### src/rtl/rpn_wan_tx_pkg.sv
// Wire format and shared types for the WAN reliable-publish sender/receiver pair.
package rpn_wan_tx_pkg;

  localparam int unsigned AXIS_DATA_WIDTH           = 512;
  localparam int unsigned AXIS_KEEP_WIDTH           = AXIS_DATA_WIDTH / 8;
  localparam int unsigned CLUSTER_ID_WIDTH          = 16;
  localparam int unsigned WAN_SEQUENCE_NUMBER_WIDTH = 32;
  localparam int unsigned RPN_MSG_TYPE_WIDTH        = 8;
  localparam int unsigned KIP_PORT_WIDTH            = 16;
  localparam int unsigned KIP_IP_WIDTH              = 32;
  localparam int unsigned RETRY_CNT_WIDTH           = 8;
  localparam int unsigned TIMER_WIDTH               = 32;

  localparam logic [RPN_MSG_TYPE_WIDTH-1:0] RPN_MSG_TYPE_WAN_PUB = 8'h10;
  localparam logic [RPN_MSG_TYPE_WIDTH-1:0] RPN_MSG_TYPE_WAN_ACK = 8'h11;

  // Publish message: type at bit 0, sender ctid at 8, seq at 24, data at 56.
  localparam int unsigned PUB_WAN_DATA_WIDTH = 256;
  localparam int unsigned PUB_WAN_HDR_WIDTH  =
    RPN_MSG_TYPE_WIDTH + CLUSTER_ID_WIDTH + WAN_SEQUENCE_NUMBER_WIDTH;
  localparam int unsigned PUB_WAN_PAD_WIDTH  =
    AXIS_DATA_WIDTH - PUB_WAN_HDR_WIDTH - PUB_WAN_DATA_WIDTH;

  // ACK message: type at bit 0, ack sender ctid at 8, ack seq at 24.
  localparam int unsigned WAN_ACK_HDR_WIDTH  =
    RPN_MSG_TYPE_WIDTH + CLUSTER_ID_WIDTH + WAN_SEQUENCE_NUMBER_WIDTH;
  localparam int unsigned WAN_ACK_PAD_WIDTH  = AXIS_DATA_WIDTH - WAN_ACK_HDR_WIDTH;

  localparam int unsigned AXIS_KIP_TUSER_WIDTH = 2 * KIP_PORT_WIDTH + KIP_IP_WIDTH;

  typedef struct packed {
    logic [PUB_WAN_PAD_WIDTH-1:0]         pad;
    logic [PUB_WAN_DATA_WIDTH-1:0]        data;
    logic [WAN_SEQUENCE_NUMBER_WIDTH-1:0] seq;
    logic [CLUSTER_ID_WIDTH-1:0]          sender_ctid;
    logic [RPN_MSG_TYPE_WIDTH-1:0]        msg_type;
  } pub_wan_msg_t;

  typedef struct packed {
    logic [WAN_ACK_PAD_WIDTH-1:0]         pad;
    logic [WAN_SEQUENCE_NUMBER_WIDTH-1:0] seq;
    logic [CLUSTER_ID_WIDTH-1:0]          sender_ctid;
    logic [RPN_MSG_TYPE_WIDTH-1:0]        msg_type;
  } wan_ack_msg_t;

  // KnownIP sideband: {dst port, src port, dest IP}.
  typedef struct packed {
    logic [KIP_PORT_WIDTH-1:0] dst_port;
    logic [KIP_PORT_WIDTH-1:0] src_port;
    logic [KIP_IP_WIDTH-1:0]   dest_ip;
  } kip_tuser_t;

  typedef enum logic [2:0] {
    ST_IDLE     = 3'd0,
    ST_READ_SEQ = 3'd1,
    ST_SEND     = 3'd2,
    ST_WAIT_ACK = 3'd3,
    ST_COMMIT   = 3'd4,
    ST_FAIL     = 3'd5
  } tx_state_e;

endpackage

### src/rtl/rpn_wan_tx_timer.sv
// ACK timeout counter: load clears it, tick advances it, expired flags the last cycle of the window.
module rpn_wan_tx_timer
  import rpn_wan_tx_pkg::*;
#(
  parameter int unsigned TIMEOUT_CYCLES = 100000
) (
  input  logic clk_i,
  input  logic rst_i,
  input  logic load_i,
  input  logic tick_i,
  output logic expired_o
);

  logic [TIMER_WIDTH-1:0] count_q, count_d;

  // Next count: load has priority over tick.
  always_comb begin
    count_d = count_q;
    if (load_i) begin
      count_d = '0;
    end else if (tick_i) begin
      count_d = count_q + TIMER_WIDTH'(1);
    end
  end

  // Count register.
  always_ff @(posedge clk_i or posedge rst_i) begin
    if (rst_i) begin
      count_q <= '0;
    end else begin
      count_q <= count_d;
    end
  end

  assign expired_o = (count_q == TIMER_WIDTH'(TIMEOUT_CYCLES - 1));

endmodule

### src/rtl/rpn_wan_tx.sv
// Stop-and-wait WAN publish sender with per-cluster sequence numbers and ACK-timeout retransmission.
module rpn_wan_tx
  import rpn_wan_tx_pkg::*;
#(
  parameter int unsigned AXIS_DATA_WIDTH_P = AXIS_DATA_WIDTH,
  parameter int unsigned AXIS_KEEP_WIDTH_P = AXIS_KEEP_WIDTH,
  parameter int unsigned CLUSTER_ID_W      = CLUSTER_ID_WIDTH,
  parameter int unsigned WAN_SEQ_W         = WAN_SEQUENCE_NUMBER_WIDTH,
  parameter int unsigned BRAM_ADDR_WIDTH   = 12,
  parameter int unsigned TIMEOUT_CYCLES    = 100000,
  parameter int unsigned MAX_RETRIES       = 3
) (
  input  logic                            i_clk,
  input  logic                            i_ap_rst,
  input  logic [CLUSTER_ID_W-1:0]         i_cluster_id,
  input  logic [15:0]                     i_KIP_port_number,

  input  logic                            from_ctrl_tvalid,
  output logic                            from_ctrl_tready,
  input  logic [AXIS_DATA_WIDTH_P-1:0]    from_ctrl_tdata,
  input  logic [CLUSTER_ID_W-1:0]         from_ctrl_tdest,
  input  logic [31:0]                     from_ctrl_tuser,

  output logic                            to_nb_KIP_tvalid,
  input  logic                            to_nb_KIP_tready,
  output logic [AXIS_DATA_WIDTH_P-1:0]    to_nb_KIP_tdata,
  output logic [AXIS_KEEP_WIDTH_P-1:0]    to_nb_KIP_tkeep,
  output logic [AXIS_KIP_TUSER_WIDTH-1:0] to_nb_KIP_tuser,
  output logic                            to_nb_KIP_tlast,

  input  logic                            from_nb_ack_tvalid,
  output logic                            from_nb_ack_tready,
  input  logic [AXIS_DATA_WIDTH_P-1:0]    from_nb_ack_tdata,

  output logic                            to_seq_BRAM_CLK,
  output logic                            to_seq_BRAM_RST,
  output logic                            to_seq_BRAM_EN,
  output logic [3:0]                      to_seq_BRAM_WEN,
  output logic [BRAM_ADDR_WIDTH-1:0]      to_seq_BRAM_ADDR,
  output logic [WAN_SEQ_W-1:0]            to_seq_BRAM_DIN,
  input  logic [WAN_SEQ_W-1:0]            to_seq_BRAM_DOUT,

  output logic                            o_busy,
  output logic                            o_tx_fail,
  output logic [CLUSTER_ID_W-1:0]         o_tx_fail_cluster_id
);

  tx_state_e                     state_q, state_d;
  logic [PUB_WAN_DATA_WIDTH-1:0] data_q, data_d;
  logic [CLUSTER_ID_W-1:0]       dest_q, dest_d;
  logic [31:0]                   ip_q, ip_d;
  logic [WAN_SEQ_W-1:0]          seq_q, seq_d;
  logic [RETRY_CNT_WIDTH-1:0]    retries_q, retries_d;
  logic [CLUSTER_ID_W-1:0]       fail_id_q, fail_id_d;

  logic          timer_load, timer_tick, timer_expired;
  logic          ctrl_fire, ack_match;
  wan_ack_msg_t  ack_msg;
  pub_wan_msg_t  pub_msg;
  kip_tuser_t    kip_user;
  logic [CLUSTER_ID_W-1:0] addr_ctid;
  logic          unused_bits;

  assign ctrl_fire = from_ctrl_tvalid & from_ctrl_tready;
  assign ack_msg   = from_nb_ack_tdata;
  assign ack_match = from_nb_ack_tvalid
                   & (ack_msg.msg_type == RPN_MSG_TYPE_WAN_ACK)
                   & (ack_msg.sender_ctid == dest_q)
                   & (ack_msg.seq == seq_q);

  rpn_wan_tx_timer #(
    .TIMEOUT_CYCLES (TIMEOUT_CYCLES)
  ) u_timer (
    .clk_i     (i_clk),
    .rst_i     (i_ap_rst),
    .load_i    (timer_load),
    .tick_i    (timer_tick),
    .expired_o (timer_expired)
  );

  // State and message context registers.
  always_ff @(posedge i_clk or posedge i_ap_rst) begin
    if (i_ap_rst) begin
      state_q   <= ST_IDLE;
      data_q    <= '0;
      dest_q    <= '0;
      ip_q      <= '0;
      seq_q     <= '0;
      retries_q <= '0;
      fail_id_q <= '0;
    end else begin
      state_q   <= state_d;
      data_q    <= data_d;
      dest_q    <= dest_d;
      ip_q      <= ip_d;
      seq_q     <= seq_d;
      retries_q <= retries_d;
      fail_id_q <= fail_id_d;
    end
  end

  // Next-state logic; a matching ACK always beats a coincident timeout.
  always_comb begin
    state_d    = state_q;
    data_d     = data_q;
    dest_d     = dest_q;
    ip_d       = ip_q;
    seq_d      = seq_q;
    retries_d  = retries_q;
    fail_id_d  = fail_id_q;
    timer_load = 1'b0;
    timer_tick = 1'b0;
    case (state_q)
      ST_IDLE: begin
        if (ctrl_fire) begin
          data_d  = from_ctrl_tdata[PUB_WAN_DATA_WIDTH-1:0];
          dest_d  = from_ctrl_tdest;
          ip_d    = from_ctrl_tuser;
          state_d = ST_READ_SEQ;
        end
      end
      ST_READ_SEQ: begin
        seq_d     = to_seq_BRAM_DOUT + WAN_SEQ_W'(1);
        retries_d = '0;
        state_d   = ST_SEND;
      end
      ST_SEND: begin
        if ((retries_q != '0) && ack_match) begin
          state_d = ST_COMMIT;
        end else if (to_nb_KIP_tready) begin
          timer_load = 1'b1;
          state_d    = ST_WAIT_ACK;
        end
      end
      ST_WAIT_ACK: begin
        timer_tick = 1'b1;
        if (ack_match) begin
          state_d = ST_COMMIT;
        end else if (timer_expired) begin
          if (retries_q < RETRY_CNT_WIDTH'(MAX_RETRIES)) begin
            retries_d = retries_q + RETRY_CNT_WIDTH'(1);
            state_d   = ST_SEND;
          end else begin
            fail_id_d = dest_q;
            state_d   = ST_FAIL;
          end
        end
      end
      ST_COMMIT: state_d = ST_IDLE;
      ST_FAIL:   state_d = ST_IDLE;
      default:   state_d = ST_IDLE;
    endcase
  end

  // Outbound publish beat, built only from registered context so it holds under backpressure.
  always_comb begin
    pub_msg             = '0;
    pub_msg.data        = data_q;
    pub_msg.seq         = seq_q;
    pub_msg.sender_ctid = i_cluster_id;
    pub_msg.msg_type    = RPN_MSG_TYPE_WAN_PUB;
    kip_user.dst_port   = i_KIP_port_number;
    kip_user.src_port   = i_KIP_port_number;
    kip_user.dest_ip    = ip_q;
  end

  assign to_nb_KIP_tvalid = (state_q == ST_SEND);
  assign to_nb_KIP_tdata  = pub_msg;
  assign to_nb_KIP_tkeep  = '1;
  assign to_nb_KIP_tuser  = kip_user;
  assign to_nb_KIP_tlast  = 1'b1;

  assign from_ctrl_tready   = (state_q == ST_IDLE) & ~i_ap_rst;
  assign from_nb_ack_tready = ~i_ap_rst;

  // The read is issued on the accept cycle so DOUT is ready in READ_SEQ.
  assign addr_ctid        = (state_q == ST_IDLE) ? from_ctrl_tdest : dest_q;
  assign to_seq_BRAM_CLK  = i_clk;
  assign to_seq_BRAM_RST  = i_ap_rst;
  assign to_seq_BRAM_EN   = ctrl_fire | (state_q == ST_COMMIT);
  assign to_seq_BRAM_WEN  = (state_q == ST_COMMIT) ? 4'hF : 4'h0;
  assign to_seq_BRAM_ADDR = {addr_ctid[BRAM_ADDR_WIDTH-3:0], 2'b00};
  assign to_seq_BRAM_DIN  = seq_q;

  assign o_busy               = (state_q != ST_IDLE);
  assign o_tx_fail            = (state_q == ST_FAIL);
  assign o_tx_fail_cluster_id = fail_id_q;

  assign unused_bits = ^{from_ctrl_tdata[AXIS_DATA_WIDTH_P-1:PUB_WAN_DATA_WIDTH],
                         ack_msg.pad, addr_ctid[CLUSTER_ID_W-1:BRAM_ADDR_WIDTH-2]};

endmodule

### config.mk
export PLATFORM = sky130hd
export DESIGN_NAME = rpn_wan_tx
export DESIGN_NICKNAME = d
export VERILOG_FILES = /design/src/rtl/rpn_wan_tx_pkg.sv /design/src/rtl/rpn_wan_tx_timer.sv /design/src/rtl/rpn_wan_tx.sv
export SDC_FILE = /design/constraint.sdc
export NUM_CORES = 1
export LEC_CHECK = 0
export ABC_CLOCK_PERIOD_IN_PS = 33100
export BUFFER_PORTS_ARGS = -buffer_cell sky130_fd_sc_hd__buf_4
export CORE_AREA = 2 2 718 720
export DETAILED_ROUTE_END_ITERATION = 10
export DIE_AREA = 0 0 720 722
export PLACE_DENSITY = 0.3
export SETUP_SLACK_MARGIN = 0.15
export SLEW_MARGIN = 20
export SYNTH_ARGS = -nofsm -noshare
export SYNTH_HDL_FRONTEND = slang
export SYNTH_SLANG_ARGS = --single-unit
### constraint.sdc
create_clock -name i_clk -period 33.1 [get_ports i_clk]
set_input_delay 1.655 -clock i_clk [delete_from_list [all_inputs] [get_ports i_clk]]
set_output_delay 1.655 -clock i_clk [all_outputs]
set_load 0.02 [all_outputs]
==> flow_results.org, run 1 <==
** STA
- Setup violations remaining at the end of the flow were counted as 0.
- The number of hold-slack violations in the final timing report was 0.
- Measured against its own limit, the worst slew margin works out to 18.6%.
- Setup repair after global routing left no endpoint under its margin.
- For the final database, setup skew stands at 68.0 ps.
- At the pin with the least slew margin, the transition time is 1220 ps.
- Setup total negative slack on the finished layout was measured at 0 ps.
- Final slew viol count :: 0

** Global route
- Remaining Overflow, GRT :: 0
- Across every metal layer, demand over resource in global routing totals ~5.1%.
- The initial antenna violation count came to ~90.
- Number of global-route vias before repair :: around 14000
- Maximum number of pins on one net before global-route repair :: between 100 and 150
- The first global-routing pass estimated 168000 um of wire.

** Finish
- In the final layout, the multi-input gates occupy ~7400 um^2.
- Compared with the post-synthesis result, the final layout area differs by 77.6%.
- Fill cells in the final layout number approximately 60000.
- For this run, the post-layout net count is ~3500.
- The sequential cells in the finished layout cover a total of around 10000 um^2.
- Commonest non-fill, non-tap cells in the layout :: sky130_fd_sc_hd__buf_4, sky130_fd_sc_hd__dfrtp_1, sky130_fd_sc_hd__mux2_2, sky130_fd_sc_hd__conb_1, sky130_fd_sc_hd__nand2_1
- Leaving out fill and tap cells, the most frequent cell in the layout is sky130_fd_sc_hd__buf_4.
- Final cell utilization of the core :: 6.66%
- Fraction of final layout cells with drive strength greater than 1 :: 53.3%

** Logic synthesis
- Synth Flop Type :: sky130_fd_sc_hd__dfrtp_1
- After synthesis, the share of flip-flops with an asynchronous set or reset is 100%.
- The synthesized design devotes to its leading area cell type between 50 and 60% of total area.
- Number of synthesized flops with an enable pin :: 0
- Ranking of synthesized cells by area :: sky130_fd_sc_hd__dfrtp_1, sky130_fd_sc_hd__mux2_2, sky130_fd_sc_hd__buf_4
- Sequential-to-total area share from yosys stat :: between 50 and 60%
- In this run the mean area of a mapped cell was around 12 um^2.
- Synthesis produced ~1600 cells.
- Dominant cell type by area after synthesis :: sky130_fd_sc_hd__dfrtp_1
- Yosys printed 0 warnings.
- After synthesis the netlist holds a flip-flop and latch count of a little under 400.
- Synth Cell Area :: between 15000 and 20000 um^2
- Yosys mapped the design onto 50 distinct sky130hd cell types.

** Setup path
- The setup path with the least slack is of type clk -> out.
- Dominant cell type by count on the critical path :: sky130_fd_sc_hd__clkbuf_16
- Capturing point of the worst reg2reg path :: o_tx_fail_cluster_id[9]
- The number of cells on the worst reg-to-reg path is 7.
- Crit Reg-Reg Startpoint :: dest_q[7]
- R2r setup slk :: 28840 ps
- The slowest stage of the critical path is the sky130_fd_sc_hd__buf_4 cell.
- Counting both buffers and inverters, the worst setup path holds a total of 3.
- Cell family with most CP delay :: buffers and inverters
- Worst Path Arrival :: ~17000 ps
- In this design, the stage delay of the slowest critical-path cell is around 150 ps.
- STA classifies the critical path endpoint as an output port.
- Critical Path Fanout Max :: 3
- Traced cell by cell, the critical path runs through clkbuf_16, clkbuf_16, buf_4.
- Data on the critical path is required at its endpoint by about 31000 ps.
- The worst setup path is launched from a clock port.

** Pwr
- Sw Pwr :: around 790 uW
- Static leakage :: 13.5 nW
- Power density of the placed cells :: between 50 and 60 nW/um^2
- Clock power frac :: between 30 and 40%
- Combinational logic is responsible for between 30% and 40% of the overall power.
- In this run switching power makes up ~40% of total power.
- Overall power consumption after layout is estimated at a little over 2 mW.
- IR analysis of the VDD net gives a maximum drop of 0.0451 mV.
- Design internal power :: 1.23 mW
- Sequential cells account for 34.5% of the total power.

** Die
- Area of the core :: approximately 510000 um^2
- Die Footprint :: 520000 um^2
- Overall die height :: roughly 720 um
- From left edge to right edge, the die measures 720 um.
- The initial utilization of the core area, before any placement, comes to under 10%.
- FP Rows :: 263
- Boundary pin count :: about 1900

** Hold path
- Cell depth of the worst min-delay path :: 1
- Critical hold path startpoint :: retries_q[3]
- Class of the worst hold path :: reg -> reg
- Endpoint, Worst Hold :: retries_q[3]

** Clock network
- Clock latency on the worst-skew pair, taken at its later pin, is 890 ps.
- Post-CTS Hold Buffers :: 0
- Post-CTS clock slew at the launch and capture registers of the worst setup and hold paths :: 60 ps
- Post-CTS setup buffer count :: 0
- Number of resized instances in the post-cts repair step :: 0
- TritonCTS built the clock tree.

** Placement
- Count of port buffers added during placement :: 786
- The congestion estimate from routability-driven global placement came to 0.739.
- Half-perimeter wire length of the detailed placement result :: roughly 120000 um

** Drt
- DRC Markers :: 0
- Count of nets left with antenna violations after detail routing :: 0
- Total number of vias :: between 10000 and 15000
- Length of the first detailed-routing pass in iterations :: 5
- After detailed routing, the average wire length per cell comes to between 15 and 20 um.
- Using the TritonRoute via totals, the vias-per-cell ratio works out to 1.55.
- Total routed wirelength :: around 140000 um
- Initial DRC count :: roughly 460

** Status
- The run finished with clean final reports.

** Run
- Across the run, the number of max-cap violations was 0.
[how the worst max path moves through the flow]
stage	cells past startpoint	from	end	slack (ps)
3_3_place_gp	1	i_clk	to_seq_BRAM_CLK	14760
4_1_cts	3	i_clk	to_seq_BRAM_CLK	14490
3_5_place_dp	1	i_clk	to_seq_BRAM_CLK	14760
5_1_grt	3	i_clk	to_seq_BRAM_CLK	14490
2_1_floorplan	1	i_clk	to_seq_BRAM_CLK	14760
6_report	3	i_clk	to_seq_BRAM_CLK	14500
[metal layers]
layer | up-vias | routed length (um) | track usage (%)
met4 | 16 | 2830 | 1.00
met5 | - | 99 | 0
met2 | 885 | 55400 | 7.14
met1 | 6900 | 61300 | 6.64
li1 | 6193 | - | -
met3 | 186 | 17500 | 2.94
[power groups by stage]
stage	combinational, mW	sequential [mW]	clock, mW
after floorplan	0.243	0.744	0.00353
after global placement	0.655	0.712	0.00353
after detailed placement	0.652	0.714	0.00353
after CTS	0.654	0.707	0.741
after global routing	0.680	0.720	0.756
final	0.624	0.697	0.696
[area by class of cell]
| class | count | share of cell area (%) |
|---|---|---|
| Inverter | 15 | 0.187 |
| Timing Repair Buffer | 812 | 18.0 |
| Clock inverter | 23 | 1.02 |
| Antenna cell | 26 | 0.191 |
| Clock buffer | 84 | 5.12 |
| Multi-Input combinational cell | 1027 | 21.7 |
| Tap cell | 6757 | 24.8 |
| Sequential cell | 395 | 29.0 |
[metrics by stage]
step	instances	worst slack (ps)	area, um^2	hold slack [ps]
after floorplan	1853	14760	20200	465
after global placement	9007	14760	31900	486
after detailed placement	9007	14760	31900	489
after CTS	9113	14490	34000	508
after global routing	9115	14490	34000	518
final	9139	14500	34100	502
[cell usage after synthesis, types with 15 or more instances]
library cell and instances:
sky130_fd_sc_hd__buf_4 360, sky130_fd_sc_hd__xor2_1 62, sky130_fd_sc_hd__nor2_1 54, sky130_fd_sc_hd__nand3_1 19
sky130_fd_sc_hd__dfrtp_1 395, sky130_fd_sc_hd__inv_1 15, sky130_fd_sc_hd__buf_2 35, sky130_fd_sc_hd__mux2_2 309
sky130_fd_sc_hd__nand4_1 20, sky130_fd_sc_hd__xnor2_1 41, sky130_fd_sc_hd__and3_1 18, sky130_fd_sc_hd__clkbuf_1 19
sky130_fd_sc_hd__nor4_1 18, sky130_fd_sc_hd__o21ai_0 32, sky130_fd_sc_hd__nand2_1 100
[state kept, by name (all words and copies together) (netlist names)]
register,cells
to_seq_BRAM_DIN,32
state_q,3
data_q,256
dest_q,16
o_tx_fail_cluster_id,16
u_timer.count_q,32
ip_q,32
retries_q,8
[kinds of logic after synthesis]
logic type	count (synthesis)	share of synthesized area (%)
buffers and inverters	431	15.8
AND/OR/NAND/NOR	271	7.01
multiplexers	322	19.1
AO/OA/AOI/OAI	52	1.64
other	2	0.0391
XOR/XNOR	103	4.70
adder cells (fa/ha/maj)	4	0.261
flip-flops	395	51.5
No activity file was read; power rests on OpenSTA's default activity.
==> run 2, diff against run 1 <==
--- a/config.mk
+++ b/config.mk
@@ -5,11 +5,11 @@
 export SDC_FILE = /design/constraint.sdc
 export NUM_CORES = 1
 export LEC_CHECK = 0
-export ABC_CLOCK_PERIOD_IN_PS = 33100
+export ABC_CLOCK_PERIOD_IN_PS = 17300
 export BUFFER_PORTS_ARGS = -buffer_cell sky130_fd_sc_hd__buf_4
-export CORE_AREA = 2 2 718 720
+export CORE_AREA = 2 2 725 727
 export DETAILED_ROUTE_END_ITERATION = 10
-export DIE_AREA = 0 0 720 722
+export DIE_AREA = 0 0 727 729
 export PLACE_DENSITY = 0.3
 export SETUP_SLACK_MARGIN = 0.15
 export SLEW_MARGIN = 20
==> constraint.sdc (replaced) <==
create_clock -name i_clk -period 17.3 [get_ports i_clk]
set_input_delay 0.865 -clock i_clk [delete_from_list [all_inputs] [get_ports i_clk]]
set_output_delay 0.865 -clock i_clk [all_outputs]
set_load 0.02 [all_outputs]
==> flow_results.org, run 2 (same netlist as run 1, synthesis figures left out) <==
** Finish
- Most common cell after layout, fill and taps aside :: sky130_fd_sc_hd__buf_4 (unchanged)
- The flip-flop count of the largest register after layout was 256 (unchanged).
- Fill count :: 61200 (was 59800)
- The share of post-route cells with drive strength above 1 came to 53.2% (was 53.3%).
- Final cell utilization of the core :: 6.57% (was 6.66%)
- Commonest non-fill, non-tap cells in the layout :: sky130_fd_sc_hd__buf_4, sky130_fd_sc_hd__dfrtp_1, sky130_fd_sc_hd__mux2_2, sky130_fd_sc_hd__conb_1, sky130_fd_sc_hd__nand2_1 (unchanged)
- The number of nets in the layout is 3465 (was 3457).
- The most flop-heavy register is data_q (unchanged).
- Area added between synthesis and finish :: 79.0% (was 77.6%)

** Die
- Boundary pin count :: 1854 (unchanged)
- The core area is 523000 um^2 (was 512000 um^2).
- Overall die height :: 729 um (was 722 um)
- FP Rows :: 266 (was 263)
- The die footprint is 530000 um^2 (was 520000 um^2).
- Initial core utilization :: 3.67% (was 3.75%)
- The floorplan die width is 727 um (was 720 um).

** STA
- Post-route worst hold slack :: 192 ps (was 502 ps)
- Worst rel slew slack :: 32.5% (was 18.6%)
- The final-report max-slew violation count was 0 (unchanged).
- Sum of negative setup slack :: 0 ps (unchanged)
- The number of setup violations in the final report is 0 (unchanged).
- The actual slew at the worst max-slew pin came to 1010 ps (was 1220 ps).
- Final hold viol count :: 0 (unchanged)
- Setup skew after layout :: 87.6 ps (was 68.0 ps)
- RSZ-0062 raised after global routing :: false (unchanged)

** Setup path
- The launching point of the worst reg2reg path was state_q[2] (was dest_q[7]).
- The type of element capturing the critical path is an output port (unchanged).
- The maximum fanout along the worst path came to 4 (was 3).
- The setup slack of the worst register-to-register path came to 11990 ps (was 28840 ps).
- Worst Path Arrival :: 9070 ps (was 16950 ps)
- The count of buffer and inverter cells on the critical path came to 3 (unchanged).
- Chain of cells forming the critical path :: clkbuf_16, clkbuf_16, buf_4 (unchanged)
- The slowest cell on the critical path is sky130_fd_sc_hd__buf_4 (unchanged).
- Stage delay of the slowest cell on the critical path :: 150 ps (about the same)
- Cell family with most CP delay :: buffers and inverters (unchanged)
- The critical path endpoint is to_seq_BRAM_CLK (unchanged).
- Setup crit start :: i_clk (unchanged)
- Length in cells of the worst reg-to-reg path :: 7 (unchanged)
- The kind of critical path is clk -> out (unchanged).
- The most frequent cell on the critical path was sky130_fd_sc_hd__clkbuf_16 (unchanged).
- The worst reg2reg path endpoint was ip_q[15] (was o_tx_fail_cluster_id[9]).
- Data required time at the worst endpoint :: 16430 ps (was 31440 ps)
- Type of origin of the critical path :: clock port (unchanged)
- Number of gates on the worst path with buffers counted :: 3 (unchanged)

** Drt
- The final antenna-violating net count is 0 (unchanged).
- The total detailed-routing wirelength is 131000 um (was 137000 um).
- Average detailed-routed wire length per instance :: 14.0 um (was 15.0 um)
- Routed via count divided by cell count :: 1.52 (was 1.55)
- DRC Markers :: 0 (unchanged)
- Total number of vias :: 14200 (about the same)
- The first-iteration detailed-routing DRC count came to 506 (was 463).
- Length of the first detailed-routing pass in iterations :: 4 (was 5)

** Pwr
- The power share of the clock group is 34.5% (about the same).
- The sequential share of power was 35.0% (was 34.5%).
- Maximum vdd drop :: 0.0807 mV (was 0.0451 mV)
- Static leakage :: 13.5 nW (about the same)
- Design internal power :: 2.34 mW (was 1.23 mW)
- The logic gate share of total power was 30.5% (was 30.9%).
- The switching power came to 1.49 mW (was 786 uW).
- The share of total power consumed by net switching was 38.9% (was 39.0%).
- Power density of the placed cells :: 112 nW/um^2 (was 59.2 nW/um^2)

** Global route
- Number of antenna violations at the first check in global routing :: 80 (was 91)
- The via count of the first global-routing pass is 14400 (was 14500).
- The maximum number of pins on one net before global-route repair is 137 (was 113).
- GRT met1 Usage :: 6.15% (was 6.64%)
- The met2 layer usage reported by global route is 6.84% (was 7.14%).
- Remaining Overflow, GRT :: 0 (unchanged)
- The wire length of the first global-routing pass came to 162000 um (was 168000 um).
- GRT busiest layer :: met2 (unchanged)
- The overall global routing resource usage came to 4.80% (was 5.08%).
- The met3 global-route usage came to 2.72% (was 2.94%).

** Clock network
- The CTS tree was done (unchanged).
- The post-cts sizing count was 0 (unchanged).
- Post-CTS setup buffer count :: 0 (unchanged)
- Post-CTS clock slew at the launch and capture registers of the worst setup and hold paths :: 60 ps (about the same)
- Clock latency of the later-clocked register in the worst-skew pair :: 880 ps (was 890 ps)

** Run
- Reported max-cap violation count :: 0 (unchanged)

** Hold path
- The class of the tightest hold or removal check was in -> reg (was reg -> reg).
- Cell depth of the worst min-delay path :: 2 (was 1)

** Placement
- The number of I/O port buffers was 786 (unchanged).
- Half-perimeter wire length of the detailed placement result :: 113000 um (was 119000 um)
- Final estimated routing congestion in global placement :: 0.714 (was 0.739)

** Status
- Run status: finished, final reports clean (unchanged).
==> run 2: how the worst min path moves through the flow <==
stage / startpoint / endpoint / slack [ps]
2_1_floorplan: retries_q[2] / retries_q[2] / 470
3_3_place_gp: retries_q[2] / retries_q[2] / 480
3_5_place_dp: retries_q[6] / retries_q[6] / 490
4_1_cts: from_ctrl_tuser[26] / ip_q[26] / 50
5_1_grt: to_seq_BRAM_DOUT[0] / to_seq_BRAM_DIN[0] / 90
6_report: to_seq_BRAM_DOUT[0] / to_seq_BRAM_DIN[0] / 190
==> run 2: final cells by class <==
class	count	area (um^2)	area share, %
sequential	395	9890	28.8
tap	6968	8720	25.4
multi-input combinational	1027	7370	21.4
timing repair buffer	820	6170	18.0
clock buffer	80	1660	4.83
clock inverter	29	417	1.21
antenna	33	82.6	0.240
inverter	15	63.8	0.186
==> run 2: stage by stage <==
step / instances / cell area, um^2 / total power, mW / setup slack, ps
global placement: 9225 / 32200 / 2.60 / 7650
finish: 9367 / 34400 / 3.83 / 7370
global route: 9340 / 34300 / 4.09 / 7370
CTS: 9334 / 34300 / 3.99 / 7360
floorplan: 1853 / 20200 / 1.90 / 5280
detailed placement: 9225 / 32200 / 2.60 / 7650
==> run 2: timing repair <==
item	4_1_cts	5_1_grt
hold buffers	1	0
endpoints found under the setup margin	0	0
endpoints found under the hold margin	1	0
==> run 2: power groups by stage <==
stage	clock (mW)	combinational, mW	sequential [mW]
after CTS	1.41	1.22	1.36
final	1.32	1.17	1.34
after detailed placement	0.00675	1.22	1.37
after global routing	1.44	1.28	1.38
after global placement	0.00675	1.23	1.37
after floorplan	0.00675	0.465	1.42
==> run 2: layer usage <==
layer / vias up / wire length [um]
met5: - / 121
met4: 22 / 2960
met3: 193 / 18100
met2: 861 / 54000
met1: 6933 / 55900
li1: 6238 / -
